[src/rtl/axi4m_burst.sv]
// axi4m_burst: native command / write-beat / read-beat streams to a single
// AXI4 INCR burst per command (1..2^LEN_W beats).
// Optional feature macro: AXI4M_BURST_RESP_ERR_EN enables the err output.
// With the macro undefined, err is tied low and response codes are ignored.
module axi4m_burst #(
    parameter int AXI_ADDR_W = 32,
    parameter int AXI_DATA_W = 32,
    parameter int LEN_W      = 4
) (
    input  logic                      clk,
    input  logic                      rst,
    // write address channel
    output logic [AXI_ADDR_W-1:0]     m_axi_awaddr,
    output logic [7:0]                m_axi_awlen,
    output logic [2:0]                m_axi_awsize,
    output logic [1:0]                m_axi_awburst,
    output logic                      m_axi_awlock,
    output logic [3:0]                m_axi_awcache,
    output logic [2:0]                m_axi_awprot,
    output logic [3:0]                m_axi_awqos,
    output logic                      m_axi_awvalid,
    input  logic                      m_axi_awready,
    // write data channel
    output logic [AXI_DATA_W-1:0]     m_axi_wdata,
    output logic [AXI_DATA_W/8-1:0]   m_axi_wstrb,
    output logic                      m_axi_wlast,
    output logic                      m_axi_wvalid,
    input  logic                      m_axi_wready,
    // write response channel
    input  logic [1:0]                m_axi_bresp,
    input  logic                      m_axi_bvalid,
    output logic                      m_axi_bready,
    // read address channel
    output logic [AXI_ADDR_W-1:0]     m_axi_araddr,
    output logic [7:0]                m_axi_arlen,
    output logic [2:0]                m_axi_arsize,
    output logic [1:0]                m_axi_arburst,
    output logic                      m_axi_arlock,
    output logic [3:0]                m_axi_arcache,
    output logic [2:0]                m_axi_arprot,
    output logic [3:0]                m_axi_arqos,
    output logic                      m_axi_arvalid,
    input  logic                      m_axi_arready,
    // read data channel
    input  logic [AXI_DATA_W-1:0]     m_axi_rdata,
    input  logic [1:0]                m_axi_rresp,
    input  logic                      m_axi_rlast,
    input  logic                      m_axi_rvalid,
    output logic                      m_axi_rready,
    // native command
    input  logic                      cmd_val,
    output logic                      cmd_rdy,
    input  logic [AXI_ADDR_W-1:0]     cmd_adr,
    input  logic                      cmd_wr,
    input  logic [LEN_W-1:0]          cmd_len,
    // native write beats
    input  logic                      wd_val,
    output logic                      wd_rdy,
    input  logic [AXI_DATA_W-1:0]     wd_dat,
    input  logic [AXI_DATA_W/8-1:0]   wd_stb,
    // native read beats
    output logic                      rd_val,
    input  logic                      rd_rdy,
    output logic [AXI_DATA_W-1:0]     rd_dat,
    output logic                      rd_last,
    // completion
    output logic                      done,
    output logic                      err
);

    typedef enum logic [2:0] {IDLE, WR, WRESP, RADDR, RDATA} state_t;

    localparam logic [2:0]     BEAT_SIZE = 3'($clog2(AXI_DATA_W/8));
    localparam logic [LEN_W:0] CNT_ONE   = (LEN_W+1)'(1);

    state_t                state_reg;
    logic [AXI_ADDR_W-1:0] adr_reg;
    logic [LEN_W-1:0]      len_reg;
    // one bit wider than len so an overlong read burst cannot wrap to len
    logic [LEN_W:0]        cnt_reg;
    logic                  aw_done_reg;
    logic                  w_done_reg;
    logic                  awvalid_reg;
    logic                  arvalid_reg;
    logic                  done_reg;

    logic aw_hs, w_hs, b_hs, ar_hs, r_hs;
    logic at_len;
    logic w_active;

    // response fields only partly consumed depending on build
    logic unused_resp;
    assign unused_resp = &{1'b0, m_axi_bresp, m_axi_rresp};

    assign at_len   = (cnt_reg == {1'b0, len_reg});
    assign w_active = (state_reg == WR) && !w_done_reg;

    assign aw_hs = awvalid_reg && m_axi_awready;
    assign w_hs  = m_axi_wvalid && m_axi_wready;
    assign b_hs  = m_axi_bvalid && m_axi_bready;
    assign ar_hs = arvalid_reg && m_axi_arready;
    assign r_hs  = m_axi_rvalid && m_axi_rready;

    // address channel fields: constant attributes, latched address/length
    assign m_axi_awaddr  = adr_reg;
    assign m_axi_awlen   = 8'(len_reg);
    assign m_axi_awsize  = BEAT_SIZE;
    assign m_axi_awburst = 2'b01;
    assign m_axi_awlock  = 1'b0;
    assign m_axi_awcache = 4'b0010;
    assign m_axi_awprot  = 3'b000;
    assign m_axi_awqos   = 4'b0000;
    assign m_axi_awvalid = awvalid_reg;

    assign m_axi_araddr  = adr_reg;
    assign m_axi_arlen   = 8'(len_reg);
    assign m_axi_arsize  = BEAT_SIZE;
    assign m_axi_arburst = 2'b01;
    assign m_axi_arlock  = 1'b0;
    assign m_axi_arcache = 4'b0010;
    assign m_axi_arprot  = 3'b000;
    assign m_axi_arqos   = 4'b0000;
    assign m_axi_arvalid = arvalid_reg;

    // write beats pass straight through, gated off once the last beat is taken
    assign m_axi_wdata  = wd_dat;
    assign m_axi_wstrb  = wd_stb;
    assign m_axi_wlast  = at_len;
    assign m_axi_wvalid = w_active && wd_val;
    assign wd_rdy       = w_active && m_axi_wready;

    assign m_axi_bready = (state_reg == WRESP);

    // read beats pass straight through while the burst is open
    assign rd_val       = (state_reg == RDATA) && m_axi_rvalid;
    assign m_axi_rready = (state_reg == RDATA) && rd_rdy;
    assign rd_dat       = m_axi_rdata;
    assign rd_last      = m_axi_rlast;

    assign cmd_rdy = (state_reg == IDLE);
    assign done    = done_reg;

`ifdef AXI4M_BURST_RESP_ERR_EN
    logic err_reg;
    logic err_acc_reg;
    assign err = err_reg;
`else
    assign err = 1'b0;
`endif

    // burst sequencer: command latch, address/data phase tracking, completion
    always_ff @(posedge clk) begin
        if (rst) begin
            state_reg   <= IDLE;
            adr_reg     <= '0;
            len_reg     <= '0;
            cnt_reg     <= '0;
            aw_done_reg <= 1'b0;
            w_done_reg  <= 1'b0;
            awvalid_reg <= 1'b0;
            arvalid_reg <= 1'b0;
            done_reg    <= 1'b0;
`ifdef AXI4M_BURST_RESP_ERR_EN
            err_reg     <= 1'b0;
            err_acc_reg <= 1'b0;
`endif
        end else begin
            done_reg <= 1'b0;
            case (state_reg)
                IDLE: begin
                    if (cmd_val) begin
                        adr_reg     <= cmd_adr;
                        len_reg     <= cmd_len;
                        cnt_reg     <= '0;
                        aw_done_reg <= 1'b0;
                        w_done_reg  <= 1'b0;
`ifdef AXI4M_BURST_RESP_ERR_EN
                        err_reg     <= 1'b0;
                        err_acc_reg <= 1'b0;
`endif
                        if (cmd_wr) begin
                            state_reg   <= WR;
                            awvalid_reg <= 1'b1;
                        end else begin
                            state_reg   <= RADDR;
                            arvalid_reg <= 1'b1;
                        end
                    end
                end
                WR: begin
                    if (aw_hs) begin
                        awvalid_reg <= 1'b0;
                        aw_done_reg <= 1'b1;
                    end
                    if (w_hs) begin
                        if (at_len) begin
                            w_done_reg <= 1'b1;
                        end else begin
                            cnt_reg <= cnt_reg + CNT_ONE;
                        end
                    end
                    // both the address and the final data beat must be through
                    if ((w_done_reg || (w_hs && at_len)) && (aw_done_reg || aw_hs)) begin
                        state_reg <= WRESP;
                    end
                end
                WRESP: begin
                    if (b_hs) begin
                        state_reg <= IDLE;
                        done_reg  <= 1'b1;
`ifdef AXI4M_BURST_RESP_ERR_EN
                        err_reg   <= err_acc_reg || m_axi_bresp[1];
`endif
                    end
                end
                RADDR: begin
                    if (ar_hs) begin
                        arvalid_reg <= 1'b0;
                        state_reg   <= RDATA;
                    end
                end
                RDATA: begin
                    if (r_hs) begin
                        if (!(&cnt_reg)) begin
                            cnt_reg <= cnt_reg + CNT_ONE;
                        end
                        if (m_axi_rlast) begin
                            state_reg <= IDLE;
                            done_reg  <= 1'b1;
`ifdef AXI4M_BURST_RESP_ERR_EN
                            err_reg   <= err_acc_reg || m_axi_rresp[1] || !at_len;
`endif
                        end
`ifdef AXI4M_BURST_RESP_ERR_EN
                        else begin
                            err_acc_reg <= err_acc_reg || m_axi_rresp[1];
                        end
`endif
                    end
                end
                default: state_reg <= IDLE;
            endcase
        end
    end

endmodule

[config.mk]
export PLATFORM = sky130hd
export DESIGN_NAME = axi4m_burst
export DESIGN_NICKNAME = d
export VERILOG_FILES = /design/src/rtl/axi4m_burst.sv
export SDC_FILE = /design/constraint.sdc
export NUM_CORES = 1
export LEC_CHECK = 0
export ABC_CLOCK_PERIOD_IN_PS = 2320
export CAP_MARGIN = 20
export CORE_AREA = 4 4 121 123
export CTS_BUF_LIST = sky130_fd_sc_hd__clkbuf_8 sky130_fd_sc_hd__clkbuf_16
export CTS_CLUSTER_DIAMETER = 120
export DETAILED_ROUTE_END_ITERATION = 10
export DIE_AREA = 0 0 125 127
export HOLD_SLACK_MARGIN = 0.05
export PLACE_DENSITY = 0.66
export SLEW_MARGIN = 20
export SYNTH_ARGS = -nofsm -noshare
export SYNTH_HDL_FRONTEND = slang
export SYNTH_SLANG_ARGS = --single-unit
[constraint.sdc]
create_clock -name clk -period 2.32 [get_ports clk]
set_input_delay 0.464 -clock clk [delete_from_list [all_inputs] [get_ports clk]]
set_output_delay 0.464 -clock clk [all_outputs]
set_load 0.02 [all_outputs]
==> results of run 1 <==
## layout make-up
type	count	area, um2	area share
timing repair buffer	140	1370	0.350
multi-input combinational	226	1140	0.291
sequential	49	981	0.251
tap	180	225	0.0575
clock buffer	5	125	0.0320
clock inverter	3	65.1	0.0166
inverter	3	11.3	0.00288
## what timing repair did
item / in CTS / in global routing
hold buffers: 0 / 0
pin swaps: 0 / 0
setup endpoints to repair: 3 / 1
resized for setup: 3 / 1
## cell families after synthesis
kind of cell / count (synthesis) / share of synthesized area
AO/OA/AOI/OAI: 55 / 0.104
XOR/XNOR: 5 / 0.0138
adder cells (fa/ha/maj): 2 / 0.00791
buffers and inverters: 167 / 0.380
flip-flops: 49 / 0.310
multiplexers: 3 / 0.00949
other: 2 / 0.00237
AND/OR/NAND/NOR: 118 / 0.172
## layout by cell type, fill, tap and decap left out, types with 2 or more instances in the layout
| master | n |
|---|---|
| clkbuf_16 | 5 |
| nand2_1 | 76 |
| ha_1 | 2 |
| nand3_1 | 4 |
| a32oi_1 | 2 |
| nor3b_1 | 2 |
| clkdlybuf4s50_1 | 125 |
| nor2_1 | 8 |
| nand2b_1 | 4 |
| or3_1 | 3 |
| buf_4 | 10 |
| dfxtp_1 | 49 |
| and3_1 | 4 |
| dlygate4sd2_1 | 3 |
| mux2i_1 | 3 |
| o21ba_2 | 2 |
| nand3b_1 | 2 |
| conb_1 | 43 |
| xnor2_1 | 4 |
| a21oi_1 | 43 |
| inv_1 | 3 |
| and2_1 | 2 |
| bufinv_16 | 2 |
| o21ai_0 | 2 |
| nor3_1 | 3 |
## through the flow
stage	cells	cell area, um2	setup slack (ns)	power (mW)
floorplan	442	3320	0.380	2.56
global placement	598	3730	0.141	2.99
detailed placement	598	3730	0.122	3.02
CTS	606	3910	0.0478	3.99
global route	606	3920	0.0122	4.16
finish	606	3920	0.0899	3.92
## metal layers
layer	share of wire	global-route usage	vias up
met3	0.11	0.0493	24
met4	0.024	0.0427	0
met1	0.37	0.0999	1105
met5	0	0	-
li1	-	-	1142
met2	0.50	0.161	144
## report_power, final
group	total (mW)	switching [mW]	internal, mW
Sequential	1.11	0.121	0.992
Combinational	1.86	1.04	0.811
Clock	0.952	0.336	0.616
## final timing paths
check	endpoint	slack [ns]	cells after the start
max	cmd_rdy	0.09	3
min	state_reg[0]	0.46	2
max reg2reg	cnt_reg[2]	0.18	8
min reg2reg	m_axi_araddr[15]	0.47	2
==> results_dict.tcl, run 1 <==
set metrics [dict create \
    critPathTopFamily "buffers and inverters" \
    end_kind "primary output" \
    slowest_delay_ns 0.67 \
    core_area_um2 13700 \
    critPathBufInv 2 \
    hp-class "input port to register" \
    synth_area_leaders "buf_4 (36%), dfxtp_1 (31%), nand2_1 (9.1%)" \
    seq_area_frac_synth 0.310 \
    dieHeight_um 127 \
    required_ns 1.86 \
    final-setup-viol-count 0 \
    timing.rr.start "cnt_reg[0]" \
    synth.lib_cells_used.distinct 39 \
    grt_overflow_total 0 \
    fin_crit_sh 0.961 \
    port_buffers 130 \
    crit_type "register to primary output" \
    drt-initial-drc-count 54 \
    root_buffer "clkbuf_16" \
    synthCells 401 \
    grt_pass1_vias 2474 \
    crit_start "state_reg[0]" \
    fin_crit_ns 2.23 \
    wire_per_inst_um 13.1 \
    path_cells "buf_4, nor3_2, clkdlybuf4s50_1" \
    synth-edff-count 0 \
    min_from "rst" \
    dieArea_um2 15900 \
    cts.sinks 49 \
    cp.arrival_ns 1.77 \
    post_cts_buffers 0 \
    synthFlopType "dfxtp_1" \
    synth_top_area_share 0.361 \
    wl_um 7940 \
    grt_antenna_before_repair 0 \
    peakVddDrop_mv 0.287 \
    synth_common_cells "buf_4 (152), nand2_1 (77), dfxtp_1 (49)" \
    grt_pass1_wl_um 12300 \
    nets 547 \
    power_density_nw_per_um2 1000 \
    fillCellCount 1489 \
    synth_top_area_cell "buf_4" \
    yosys.cell_count.top_type "buf_4" \
    utilization 0.286 \
    start_util 0.232 \
    slew_viol_final 0 \
    async_reset_ff_frac 0 \
    dp.final_hpwl_um 6220 \
    num_io_pins 314 \
    cp-start-kind "register" \
    syn_avg_cell_area_um2 7.89 \
    cts_buffer_depth 2 \
    drc 0 \
    synth_area_um2 3160 \
    antenna_left 0 \
    grt_usage 0.0956 \
    row_count 43 \
    antenna_cells 0 \
    yosysWarnings 0 \
    cts_tree "yes" \
    place_congestion 0.744 \
    drt_pass1_iterations 4 \
    setup-tns-final_ns 0 \
    grt_max_degree 28 \
    drive_gt1_frac 0.0634 \
    die_x_um 125 \
    hold_viol 0 \
    largest_reg_flops 32 \
    outcome "completed" \
    cp_slowest_cell "clkdlybuf4s50_1" \
    cts_buffers 5 \
    crit_fanout 12 \
    fmaxAchievable_ghz 0.448 \
    fin_skew_ns 0.00659 \
    viasPerCell 3.99 \
    ctsHtreeMaxLevel 2 \
    clk_latency_ns 0.30 \
    synth_seq_cells 49 \
    via_count 2415 \
    maxCapViolCount 0 \
    rsz0062_at_grt "false" \
    clk_pin_slew_ns 0.07 \
    power_leakage_nw 1.52 \
    fin_hold_ws_ns 0.460 \
    area_growth_pct 23.7 \
]
(Power assumes the default switching activity.)
==> run 2: changes to the inputs <==
--- a/config.mk
+++ b/config.mk
@@ -5,15 +5,16 @@
 export SDC_FILE = /design/constraint.sdc
 export NUM_CORES = 1
 export LEC_CHECK = 0
+export ABC_AREA = 1
 export ABC_CLOCK_PERIOD_IN_PS = 2320
 export CAP_MARGIN = 20
-export CORE_AREA = 4 4 121 123
+export CORE_AREA = 4 4 120 122
 export CTS_BUF_LIST = sky130_fd_sc_hd__clkbuf_8 sky130_fd_sc_hd__clkbuf_16
 export CTS_CLUSTER_DIAMETER = 120
 export DETAILED_ROUTE_END_ITERATION = 10
-export DIE_AREA = 0 0 125 127
+export DIE_AREA = 0 0 124 126
 export HOLD_SLACK_MARGIN = 0.05
-export PLACE_DENSITY = 0.66
+export PLACE_DENSITY = 0.68
 export SLEW_MARGIN = 20
 export SYNTH_ARGS = -nofsm -noshare
 export SYNTH_HDL_FRONTEND = slang
==> run 2 against run 1 <==
Compared with the run above:
- critical path depth grew 1
- combinational power grew 24%
- synthesized area grew 4.2%
- register-to-register slack gained 0.34 ns
- wire length grew 3.2%
- critical endpoint is now m_axi_wvalid
==> results_dict.tcl, run 2 <==
set metrics [dict create \
    crit_type "input port to primary output" \
    fin_skew_ns 0.00671 \
    grt_pass1_vias 2500 \
    grt_antenna_before_repair 0 \
    antenna_left 0 \
    hold_viol 0 \
    grt_overflow_total 0 \
    synth-edff-count 0 \
    grt_max_degree 44 \
    drive_gt1_frac 0.0577 \
    wire_per_inst_um 12.7 \
    drt_pass1_iterations 4 \
    nets 589 \
    fin_crit_ns 2.24 \
    required_ns 1.86 \
    slew_viol_final 0 \
    rsz0062_at_grt "false" \
    antenna_cells 0 \
    dieHeight_um 126 \
    synth_area_um2 3300 \
    port_buffers 130 \
    crit_fanout 2 \
    fin_area_um2 3970 \
    end_kind "primary output" \
    synth_area_leaders "buf_4 (34%), dfxtp_1 (30%), nor2_1 (9.6%)" \
    cts_tree "yes" \
    final-setup-viol-count 0 \
    post_cts_buffers 0 \
    hp-class "register to register" \
    synth_top_area_cell "buf_4" \
    synthCells 446 \
    outcome "completed" \
    clk_pin_slew_ns 0.06 \
    synth_common_cells "buf_4 (148), nor2_1 (84), dfxtp_1 (49)" \
    grt_pass1_wl_um 12800 \
    ctsHtreeMaxLevel 2 \
    syn_avg_cell_area_um2 7.39 \
    power_leakage_nw 1.72 \
    synth.lib_cells_used.distinct 32 \
    synth_top_area_share 0.337 \
    drc 0 \
    finalWorstSetupSlack_ns 0.0789 \
    largest_reg_flops 32 \
    post-place-ws_ns 0.0401 \
    seq_area_frac_synth 0.297 \
    grt_usage 0.104 \
    via_count 2493 \
    power_density_nw_per_um2 1110 \
    yosys.cell_count.top_type "buf_4" \
    cp-start-kind "input port" \
    cp.arrival_ns 1.78 \
    area_growth_pct 20.3 \
    layout_commonest_cell "clkdlybuf4s50_1" \
    clk_latency_ns 0.29 \
    total_power_mw 4.40 \
    cts_buffers 5 \
    num_io_pins 314 \
    drt-initial-drc-count 69 \
    place_area_um2 3790 \
    core_area_um2 13200 \
    setup-tns-final_ns 0 \
    cts_buffer_depth 2 \
    maxCapViolCount 0 \
    row_count 42 \
    peakVddDrop_mv 0.378 \
    root_buffer "clkbuf_16" \
    synthFlopType "dfxtp_1" \
    viasPerCell 3.87 \
    fin_crit_sh 0.966 \
    yosysWarnings 0 \
    cts.sinks 49 \
    async_reset_ff_frac 0 \
    synth_seq_cells 49 \
    wl_um 8200 \
    dieArea_um2 15600 \
    layout_common_cells "clkdlybuf4s50_1 (128), nor2_1 (83), dfxtp_1 (47), conb_1 (43), o21ai_0 (39)" \
    start_util 0.250 \
    dp.final_hpwl_um 6300 \
    fmaxAchievable_ghz 0.446 \
    place_congestion 0.773 \
    die_x_um 124 \
]
==> run 2: changes by cell type after synthesis, sizes merged, moves of 4 or more <==
| cell | before | now |
|---|---|---|
| nand2 | 77 | 37 |
| inv | 3 | 32 |
| nand4 | 0 | 4 |
| o21ai | 2 | 39 |
| nand2b | 4 | 0 |
| a21oi | 44 | 13 |
| nor2 | 8 | 89 |
| nand3 | 4 | 9 |
| and3 | 4 | 0 |
==> run 2: final timing paths <==
kind	startpoint	endpoint	slack, ns	depth (start not counted)
worst max-delay path	wd_val	m_axi_wvalid	0.08	4
worst min-delay path	aw_done_reg	aw_done_reg	0.46	2
worst max register to register	cnt_reg[0]	cnt_reg[0]	0.52	10
worst min register to register	aw_done_reg	aw_done_reg	0.46	2
==> run 2: worst max-delay path, stage by stage <==
cell and delay, ns:
clkdlybuf4s50_1 0.48, inv_1 0.05, nor3_1 0.16, clkdlybuf4s50_1 0.62
==> run 2: logic make-up after synthesis <==
family	Yosys count	share of synthesized area
other cells	2	0.00228
xor+xnor	3	0.00797
buf+inv	192	0.404
simple gates	141	0.190
fa+ha+maj	2	0.00759
flops	49	0.297
compound gates	57	0.0903
==> run 2: report_power, final <==
part | switching (mW) | internal [mW] | leakage [nW]
registers | 0.192 | 1.06 | 0.405
logic | 1.33 | 0.966 | 1.22
clock network | 0.319 | 0.535 | 0.0883
==> run 2: layout make-up <==
class	instances	area [um2]
Multi-Input combinational cell	246	1140
Clock inverter	2	33.8
Fill cell	1452	9220
Clock buffer	6	139
Sequential cell	49	983
Inverter	32	123
Tap cell	176	220
Timing Repair Buffer	133	1330
==> run 2: repair_timing <==
| action | 4_1_cts | 5_1_grt |
|---|---|---|
| endpoints found under the hold margin | 0 | 0 |
| cloned | 0 | 0 |
| resized for setup | 2 | 3 |
| setup endpoints to repair | 1 | 3 |
| hold buffers | 0 | 0 |
==> run 2: stage by stage <==
step,utilization,hold WS (ns),cells
2_1_floorplan,-,0.434,487
3_3_place_gp,0.287,0.449,636
3_5_place_dp,0.287,0.450,636
4_1_cts,0.300,0.461,644
5_1_grt,0.301,0.491,644
6_report,0.301,0.462,644
==> run 2: layer usage <==
| layer | vias up | GRT usage | routed length, um |
|---|---|---|---|
| met2 | 136 | 0.172 | 3980 |
| li1 | 1235 | - | - |
| met4 | 0 | 0.0554 | 319 |
| met1 | 1089 | 0.112 | 3090 |
| met5 | - | 0 | 0 |
| met3 | 33 | 0.0453 | 809 |
==> run 3: changes to the inputs <==
--- a/config.mk
+++ b/config.mk
@@ -14,7 +14,7 @@
 export DETAILED_ROUTE_END_ITERATION = 10
 export DIE_AREA = 0 0 124 126
 export HOLD_SLACK_MARGIN = 0.05
-export PLACE_DENSITY = 0.68
+export PLACE_DENSITY = 0.7
 export SLEW_MARGIN = 20
 export SYNTH_ARGS = -nofsm -noshare
 export SYNTH_HDL_FRONTEND = slang
==> run 3 against run 2 <==
Compared with the run above:
- sequential share of layout area is 0.12 points higher
- cell count is 0.16% higher
- non-clock buffer count is 1 higher
- total power is 2.9% lower
- maximum frequency is 1.9% higher
- hold slack worse by 0.0042 ns
- critical path depth stayed put
- utilization is 0.14 points lower
- via count is 1.6% higher
- first-iteration DRC count is 51% higher
==> results_dict.tcl, run 3 (synthesis gave the netlist of run 2 again) <==
set metrics [dict create \
    outcome "completed" \
    drt_pass1_iterations 4 \
    cts_tree "yes" \
    fin_crit_sh 0.948 \
    num_io_pins 314 \
    peakVddDrop_mv 0.415 \
    end_kind "primary output" \
    post_cts_buffers 0 \
    grt_usage 0.104 \
    ctsHtreeMaxLevel 2 \
    viasPerCell 3.93 \
    row_count 42 \
    crit_type "input port to primary output" \
    drc 0 \
    p_sw_mw 1.85 \
    nets 590 \
    antenna_left 0 \
    cp.arrival_ns 1.73 \
    dieArea_um2 15600 \
    clk_pin_slew_ns 0.06 \
    antenna_cells 0 \
    rsz0062_at_grt "false" \
    critical_path_depth 4 \
    finalWorstSetupSlack_ns 0.121 \
    crit_start "m_axi_wready" \
    grt_max_degree 44 \
    fin_skew_ns 0.00704 \
    layout_commonest_cell "clkdlybuf4s50_1" \
    fin_crit_ns 2.20 \
    reg2reg_depth 10 \
    power_frac_comb 0.537 \
    critPathBufInv 3 \
    path_cells "clkdlybuf4s50_1, nand4_1, inv_1, clkdlybuf4s50_1" \
    final-setup-viol-count 0 \
    port_buffers 130 \
    crit_fanout 2 \
    timing.rr.end "cnt_reg[0]" \
    endpoint "wd_rdy" \
    largest_reg_flops 32 \
    post-place-ws_ns 0.0381 \
    required_ns 1.86 \
    drive_gt1_frac 0.0597 \
    dieHeight_um 126 \
    place_congestion 0.751 \
    cp_common_cell "clkdlybuf4s50_1" \
    switching_share 0.433 \
    p_seq_frac 0.293 \
    wire_per_inst_um 12.9 \
    grt_pass1_wl_um 12600 \
    rrSetupSlack_ns 0.49 \
    cp-start-kind "input port" \
    power_leakage_nw 1.72 \
    grt_antenna_before_repair 0 \
    dp.final_hpwl_um 6250 \
    wl_um 8300 \
    timing.rr.start "cnt_reg[0]" \
    total_power_mw 4.28 \
    maxCapViolCount 0 \
    die_x_um 124 \
    hold_viol 0 \
    clk_latency_ns 0.29 \
    area_growth_pct 19.8 \
    slew_viol_final 0 \
    setup-tns-final_ns 0 \
    power_density_nw_per_um2 1080 \
    core_area_um2 13200 \
    root_buffer "clkbuf_16" \
    via_count 2534 \
    cell_internal_pwr_mw 2.42 \
    slowest_delay_ns 0.59 \
    fmaxAchievable_ghz 0.455 \
    cts_buffer_depth 2 \
    critPathTopFamily "buffers and inverters" \
    drt-initial-drc-count 104 \
    start_util 0.250 \
    cts_buffers 5 \
    layout_common_cells "clkdlybuf4s50_1 (127), nor2_1 (83), dfxtp_1 (47), conb_1 (43), o21ai_0 (39)" \
    cts.sinks 49 \
    fillCellCount 1447 \
    hp-class "register to register" \
    grt_pass1_vias 2468 \
    cp_slowest_cell "clkdlybuf4s50_1" \
    utilization 0.299 \
    grt_overflow_total 0 \
    clkPwrFrac 0.170 \
]
[run 3: cell types whose count changed in the layout (fill, tap and decap cells not counted), sizes merged]
cell	previous run	this run
clkinvlp	0	2
buf	3	4
bufinv	1	0
clkbuf	6	5
clkdlybuf4s50	128	127
dlymetal6s2s	2	3
[run 3: worst min-delay path by stage]
stage / depth (start not counted) / slack [ns] / startpoint / to
finish: 2 / 0.46 / aw_done_reg / aw_done_reg
global route: 2 / 0.48 / aw_done_reg / aw_done_reg
CTS: 2 / 0.46 / aw_done_reg / aw_done_reg
detailed placement: 2 / 0.45 / aw_done_reg / aw_done_reg
global placement: 2 / 0.45 / aw_done_reg / aw_done_reg
floorplan: 2 / 0.43 / aw_done_reg / aw_done_reg
[run 3: layout make-up]
type / count / area (um2) / area share
multi-input combinational: 246 / 1140 / 0.289
inverter: 32 / 123 / 0.0310
clock inverter: 3 / 18.8 / 0.00475
sequential: 49 / 983 / 0.249
tap: 176 / 220 / 0.0557
timing repair buffer: 134 / 1340 / 0.339
clock buffer: 5 / 125 / 0.0317
[run 3: timing repair]
action,in CTS,in global routing
endpoints found under the hold margin,0,0
setup endpoints to repair,1,3
pin swaps,0,0
resized for setup,2,4
gates cloned,0,0
hold buffers,0,0
[run 3: tightest hold or removal path: stages (launching register included)]
cell,delay (ns)
dfxtp_1,0.30
nand2_1,0.06
a21oi_1,0.05
[run 3: per-layer routing]
| metal | global-route usage | part of all wire | routed length (um) |
|---|---|---|---|
| met1 | 0.111 | 0.38 | 3160 |
| met2 | 0.168 | 0.47 | 3940 |
| met3 | 0.0507 | 0.11 | 914 |
| met4 | 0.0535 | 0.035 | 293 |
| met5 | 0 | 0 | 0 |
[run 3: power by group through the flow]
stage	sequential (mW)	combinational [mW]	clock, mW
final	1.25	2.29	0.727
after global routing	1.30	2.50	0.802
after CTS	1.26	2.34	0.772
after global placement	1.27	2.32	0
after floorplan	1.44	1.62	0
after detailed placement	1.27	2.33	0
[run 3: metrics by stage]
stage | cell area, um2 | std cells | hold WS, ns
global route | 3950 | 645 | 0.480
detailed placement | 3790 | 637 | 0.454
global placement | 3790 | 637 | 0.446
finish | 3950 | 645 | 0.458
floorplan | 3450 | 487 | 0.434
CTS | 3940 | 645 | 0.463
